===== src/rtl/rs232_rx_frame_ctrl.sv =====
// Frame assembler behind the rs232_rx byte receiver: SYNC, CMD, LEN, payload, CHK.
// Holds the receiver configuration steady while a frame is in flight and hands validated frames to the host.
module rs232_rx_frame_ctrl #(
  parameter int          MAX_LEN   = 8,
  parameter logic [7:0]  SYNC_BYTE = 8'hA5,
  parameter int          TIMEOUT   = 50000,
  parameter logic [14:0] BAUD_RST  = 15'd5208
) (
  input  logic        clk_i,
  input  logic        rst_i,
  input  logic        eor_i,
  input  logic [7:0]  data_i,
  input  logic        pcheck_i,
  input  logic [14:0] baud_cfg_i,
  input  logic        psel_cfg_i,
  output logic [14:0] baud_o,
  output logic        psel_o,
  output logic        frame_valid_o,
  input  logic        frame_ack_i,
  output logic [7:0]  cmd_o,
  output logic [3:0]  len_o,
  input  logic [3:0]  rd_addr_i,
  output logic [7:0]  rd_data_o,
  output logic        busy_o,
  output logic        err_o,
  output logic [2:0]  err_code_o
);

  localparam int             CW       = $clog2(TIMEOUT + 1);
  // Expiry fires on the edge where the counter would reach TIMEOUT-1.
  localparam logic [CW-1:0]  CNT_LAST = CW'(TIMEOUT - 2);
  localparam logic [7:0]     LEN_MAX  = 8'(MAX_LEN);

  typedef enum logic [2:0] {
    S_IDLE, S_CMD, S_LEN, S_DATA, S_CHK, S_HOLD
  } state_t;

  state_t        state, state_next;
  logic [CW-1:0] cnt;
  logic [7:0]    sum;
  logic [3:0]    idx;
  logic [7:0]    pay [MAX_LEN];
  logic          in_frame;
  logic          expire;
  logic          set_err;
  logic [2:0]    err_sel;
  logic          ld_cmd, ld_len, wr_pay;

  assign in_frame      = (state == S_CMD) || (state == S_LEN) ||
                         (state == S_DATA) || (state == S_CHK);
  assign busy_o        = in_frame;
  assign frame_valid_o = (state == S_HOLD);
  assign expire        = in_frame && !eor_i && (cnt == CNT_LAST);

  always_comb begin
    state_next = state;
    set_err    = 1'b0;
    err_sel    = 3'd0;
    ld_cmd     = 1'b0;
    ld_len     = 1'b0;
    wr_pay     = 1'b0;
    case (state)
      S_IDLE: begin
        if (eor_i && !pcheck_i && (data_i == SYNC_BYTE)) state_next = S_CMD;
      end
      S_HOLD: begin
        if (frame_ack_i) state_next = S_IDLE;
        // The held frame is kept; the intruding byte is only reported.
        if (eor_i) begin
          set_err = 1'b1;
          err_sel = 3'd5;
        end
      end
      S_CMD, S_LEN, S_DATA, S_CHK: begin
        if (eor_i && pcheck_i) begin
          set_err    = 1'b1;
          err_sel    = 3'd1;
          state_next = S_IDLE;
        end else if (eor_i) begin
          case (state)
            S_CMD: begin
              ld_cmd     = 1'b1;
              state_next = S_LEN;
            end
            S_LEN: begin
              if (data_i > LEN_MAX) begin
                set_err    = 1'b1;
                err_sel    = 3'd2;
                state_next = S_IDLE;
              end else begin
                ld_len     = 1'b1;
                state_next = (data_i == 8'd0) ? S_CHK : S_DATA;
              end
            end
            S_DATA: begin
              wr_pay = 1'b1;
              if ((idx + 4'd1) == len_o) state_next = S_CHK;
            end
            S_CHK: begin
              if (data_i == sum) begin
                state_next = S_HOLD;
              end else begin
                set_err    = 1'b1;
                err_sel    = 3'd3;
                state_next = S_IDLE;
              end
            end
            default: state_next = S_IDLE;
          endcase
        end else if (expire) begin
          set_err    = 1'b1;
          err_sel    = 3'd4;
          state_next = S_IDLE;
        end
      end
      default: state_next = S_IDLE;
    endcase
  end

  always_ff @(posedge clk_i) begin
    if (!rst_i) begin
      state      <= S_IDLE;
      cnt        <= '0;
      sum        <= 8'd0;
      idx        <= 4'd0;
      cmd_o      <= 8'd0;
      len_o      <= 4'd0;
      baud_o     <= BAUD_RST;
      psel_o     <= 1'b0;
      err_o      <= 1'b0;
      err_code_o <= 3'd0;
      for (int i = 0; i < MAX_LEN; i++) pay[i] <= 8'd0;
    end else begin
      state <= state_next;
      err_o <= set_err;
      if (set_err) err_code_o <= err_sel;
      if (state == S_IDLE) begin
        baud_o <= baud_cfg_i;
        psel_o <= psel_cfg_i;
      end
      if (eor_i || !in_frame) cnt <= '0;
      else                    cnt <= cnt + CW'(1);
      if (ld_cmd) begin
        cmd_o <= data_i;
        sum   <= data_i;
      end
      if (ld_len) begin
        len_o <= data_i[3:0];
        sum   <= sum + data_i;
        idx   <= 4'd0;
      end
      if (wr_pay) begin
        sum <= sum + data_i;
        idx <= idx + 4'd1;
        for (int i = 0; i < MAX_LEN; i++) begin
          if (idx == 4'(i)) pay[i] <= data_i;
        end
      end
    end
  end

  always_comb begin
    rd_data_o = 8'd0;
    for (int i = 0; i < MAX_LEN; i++) begin
      if ((rd_addr_i == 4'(i)) && (rd_addr_i < len_o)) rd_data_o = pay[i];
    end
  end

endmodule


===== config.mk =====
export PLATFORM = sky130hd
export DESIGN_NAME = rs232_rx_frame_ctrl
export DESIGN_NICKNAME = d
export VERILOG_FILES = /design/src/rtl/rs232_rx_frame_ctrl.sv
export SDC_FILE = /design/constraint.sdc
export NUM_CORES = 1
export LEC_CHECK = 0
export BUFFER_PORTS_ARGS = -buffer_cell sky130_fd_sc_hd__buf_2
export CORE_UTILIZATION = 50
export DETAILED_ROUTE_END_ITERATION = 10
export PLACE_DENSITY_LB_ADDON = 0.1
export SYNTH_ARGS = -nofsm -noshare
export SYNTH_HDL_FRONTEND = slang
export SYNTH_SLANG_ARGS = --single-unit

===== constraint.sdc =====
create_clock -name clk_i -period 2.51 [get_ports clk_i]
set_input_delay 0.1255 -clock clk_i [delete_from_list [all_inputs] [get_ports clk_i]]
set_output_delay 0.1255 -clock clk_i [all_outputs]
set_load 0.005 [all_outputs]

==> results.md <==
* Critical-path cell list: and4bb_2 > nand2_1 > nor3b_2 > nand2_1 > nand2_1
* Fraction of layout cells with a size suffix above 1 at 21.0%
* Setup repair after global routing missed its margin: false
* Number of hold violations in the final report at 0
* Placement Cell Area at 0.00656 mm^2
* Leading post-synthesis cells by cell area: sky130_fd_sc_hd__edfxtp_1, sky130_fd_sc_hd__dfxtp_1, sky130_fd_sc_hd__mux4_2
* WP data required at 2.59 ns
* Result of the run: finished, violations left
* Drt pass-1 iters at 7
* Synth unique cells at 64
* Leading cell types by count after synthesis: sky130_fd_sc_hd__nand2_1, sky130_fd_sc_hd__nor2_1, sky130_fd_sc_hd__edfxtp_1
* Clk_lat worst skew at 0.41 ns
* Number of primary I/O pins at 75
* Final weighted congestion of routability-driven global placement at 0.844
* Total global routing track utilization at 24.6%
* Vias per cell at 5.63
* Maximum number of pins on one net before global-route repair at 38
* Post-cts gate resize count at 0
* Filler cells at 937
* Avg WL per Cell at 17.1 um
* First-pass GRT wire length at 23500 um
* Initial antenna violation count at 0
* Detailed router's first-iteration violation count at 367
* Post-Syn Nets at 631
* Most frequently used flop master after synthesis: sky130_fd_sc_hd__edfxtp_1
* Final antenna diode count at 0
* Core footprint at 0.0116 mm^2
* Sequential-to-total area share from yosys stat at 52.8%
* Violated checks: DRC
* CP endpoint kind: register
* Final worst path period share at 89.4%
* Synthesis-to-layout area growth at 21.8%
* Count of mapped cells out of synthesis at 581
* Ratio of total power to cell area at 842 mW/mm^2
* Vertical extent of the die at 112 um
* CP Buf/Inv Count at 0
* Hold Path Class: in2reg
* Final count of pins violating max slew at 0
* Fin Setup TNS at 0 ns
* Per-instance average area after synthesis at 10.4 um^2
* Via count at 4691
* Std-Cell Rows at 39
* Data arrival time at the worst-slack endpoint at 2.32 ns
* Slew at the pin closest to its max-slew limit at 0.638 ns
* Total overflow reported by the global router at 0
* Top achievable clock speed at 446 MHz
* Total of endpoints with negative setup slack in the final report at 0
* CP startpoint kind: register
* #FFs+latches synth at 127
* Leakage power summed over all cells at 2.93 nW
* Most used standard cell by instance count after synthesis: sky130_fd_sc_hd__nand2_1
* Stage delay of the slowest cell on the critical path at 0.51 ns
* Critical Path Slowest Stage Cell: sky130_fd_sc_hd__dfxtp_1
* Number of enable-type register cells in the synthesized netlist at 64
* Post-detailed-route DRC marker count at 4
* Nets@finish at 727
* Maximum fanout along the worst path at 11
* Sinks on the clock net at 127
* Die X at 112 um
* Synthesized area at 0.00603 mm^2
* Cell class contributing the biggest share of worst-path delay: simple AND/OR/NAND/NOR gates
* Wirelength, routed at 14300 um
* HPWL after detailed placement at 9900 um
* Worst-case register-to-register setup slack at 0.27 ns
* Clock edge transition at the registers on the reported setup and hold paths at 0.06 ns
* Post-route cell area at 0.00734 mm^2
* CTS buffer count at 17
* Maximum clock skew at final layout at 0.0141 ns
* Yosys Warn Count at 0
* Worst slew slack as a fraction of its limit at 57.2%
* TritonCTS clock tree: yes
* Minimum period implied by the final worst setup slack at 2.24 ns
* Maximum vdd ir drop at 0.520 mV
* Deepest level of the CTS H-tree at 4
* Vias in the first global route at 4604
* Worst path most repeated cell: sky130_fd_sc_hd__nand2_1
* Fraction of post-synthesis cell area in the top cell type by area at 31.9%
* Buffers from clock root to sink, at most at 2
* Reported max-cap violation count at 0
* Clk root buf: sky130_fd_sc_hd__clkbuf_16
* Die footprint at 0.0125 mm^2
* Critical Setup Path Class: reg2reg
* ANT nets after route at 0
* Number of port buffers at 74
* Initial core utilization at 52.1%
* Async set or reset register ratio after synthesis at 0%
* Library cell with the largest summed area after synthesis: sky130_fd_sc_hd__edfxtp_1
## path summary, 6_finish.rpt
path,from,endpoint,depth (start not counted)
worst max register to register,state[1],pay[1][1],5
worst min register to register,cmd_o[5],cmd_o[5],2
worst max-delay path,state[1],pay[1][1],5
worst min-delay path,data_i[4],cmd_o[4],3
## sequential cells by signal, summed over array words and instances, names as in the netlist
signal,count
err_code_o,3
baud_o,15
sum,8
psel_o,1
len_o,4
pay,64
cnt,16
idx,4
state,3
err_o,1
cmd_o,8
## through the flow
| stage | cells | hold slack [ns] | util, % | setup WS, ns | power (mW) |
|---|---|---|---|---|---|
| 6_report | 833 | 0.0563 | 63.5 | 0.266 | 6.19 |
| 5_1_grt | 833 | 0.0544 | 63.5 | 0.0374 | 6.47 |
| 4_1_cts | 833 | 0.0318 | 63.5 | 0.264 | 6.20 |
| 3_5_place_dp | 785 | 0.348 | 56.7 | 0.276 | 3.61 |
| 3_3_place_gp | 785 | 0.335 | 56.7 | 0.351 | 3.58 |
| 2_1_floorplan | 581 | 0.249 | - | 0.654 | 3.23 |
## area by class of cell
| cell class | count | area, um^2 | area share, % |
|---|---|---|---|
| Clock buffer | 17 | 425 | 5.79 |
| Timing Repair Buffer | 101 | 613 | 8.35 |
| Tap cell | 143 | 179 | 2.44 |
| Sequential cell | 127 | 3180 | 43.4 |
| Clock inverter | 15 | 198 | 2.69 |
| Multi-Input combinational cell | 404 | 2650 | 36.0 |
| Inverter | 26 | 97.6 | 1.33 |
## placed cells by master, fill, tap and decap left out, types with 16 or more instances in the layout
| cell | count |
|---|---|
| sky130_fd_sc_hd__a21oi_1 | 34 |
| sky130_fd_sc_hd__buf_2 | 74 |
| sky130_fd_sc_hd__clkbuf_16 | 17 |
| sky130_fd_sc_hd__dfxtp_1 | 63 |
| sky130_fd_sc_hd__dlygate4sd3_1 | 16 |
| sky130_fd_sc_hd__edfxtp_1 | 64 |
| sky130_fd_sc_hd__ha_1 | 16 |
| sky130_fd_sc_hd__inv_1 | 26 |
| sky130_fd_sc_hd__mux4_2 | 16 |
| sky130_fd_sc_hd__nand2_1 | 95 |
| sky130_fd_sc_hd__nand3_1 | 20 |
| sky130_fd_sc_hd__nor2_1 | 83 |
## kinds of logic after synthesis
| group | count (synthesis) | synth area share (%) |
|---|---|---|
| AND/OR/NAND/NOR | 256 | 19.8 |
| flip-flops | 127 | 52.8 |
| AO/OA/AOI/OAI | 82 | 9.32 |
| buffers and inverters | 50 | 3.36 |
| multiplexers | 27 | 7.81 |
| XOR/XNOR | 22 | 3.20 |
| adder cells (fa/ha/maj) | 17 | 3.65 |
## per-layer routing
metal | GRT usage, % | vias to the layer above | routed length, um
li1 | - | 2270 | -
met1 | 32.0 | 2255 | 6350
met2 | 40.4 | 143 | 6960
met3 | 5.77 | 23 | 736
met4 | 8.83 | 0 | 236
met5 | 0 | - | 0
## report_power, final
part	internal [mW]	switching, mW
Clock	1.60	0.998
Combinational	0.458	0.661
Sequential	2.35	0.118
Total	4.41	1.78
## worst reg2reg max path, delay by kind of cell, from the launching register on
kind	cells	cell delay, ns
and+or+nand+nor	5	1.40
DFF	1	0.51
## repair_timing
action | in CTS | in global routing
buffers inserted | 0 | 0
hold endpoints to repair | 16 | 0
endpoints found under the setup margin | 0 | 0
hold buffers | 16 | 0
Power figures use the tool's default switching activity.
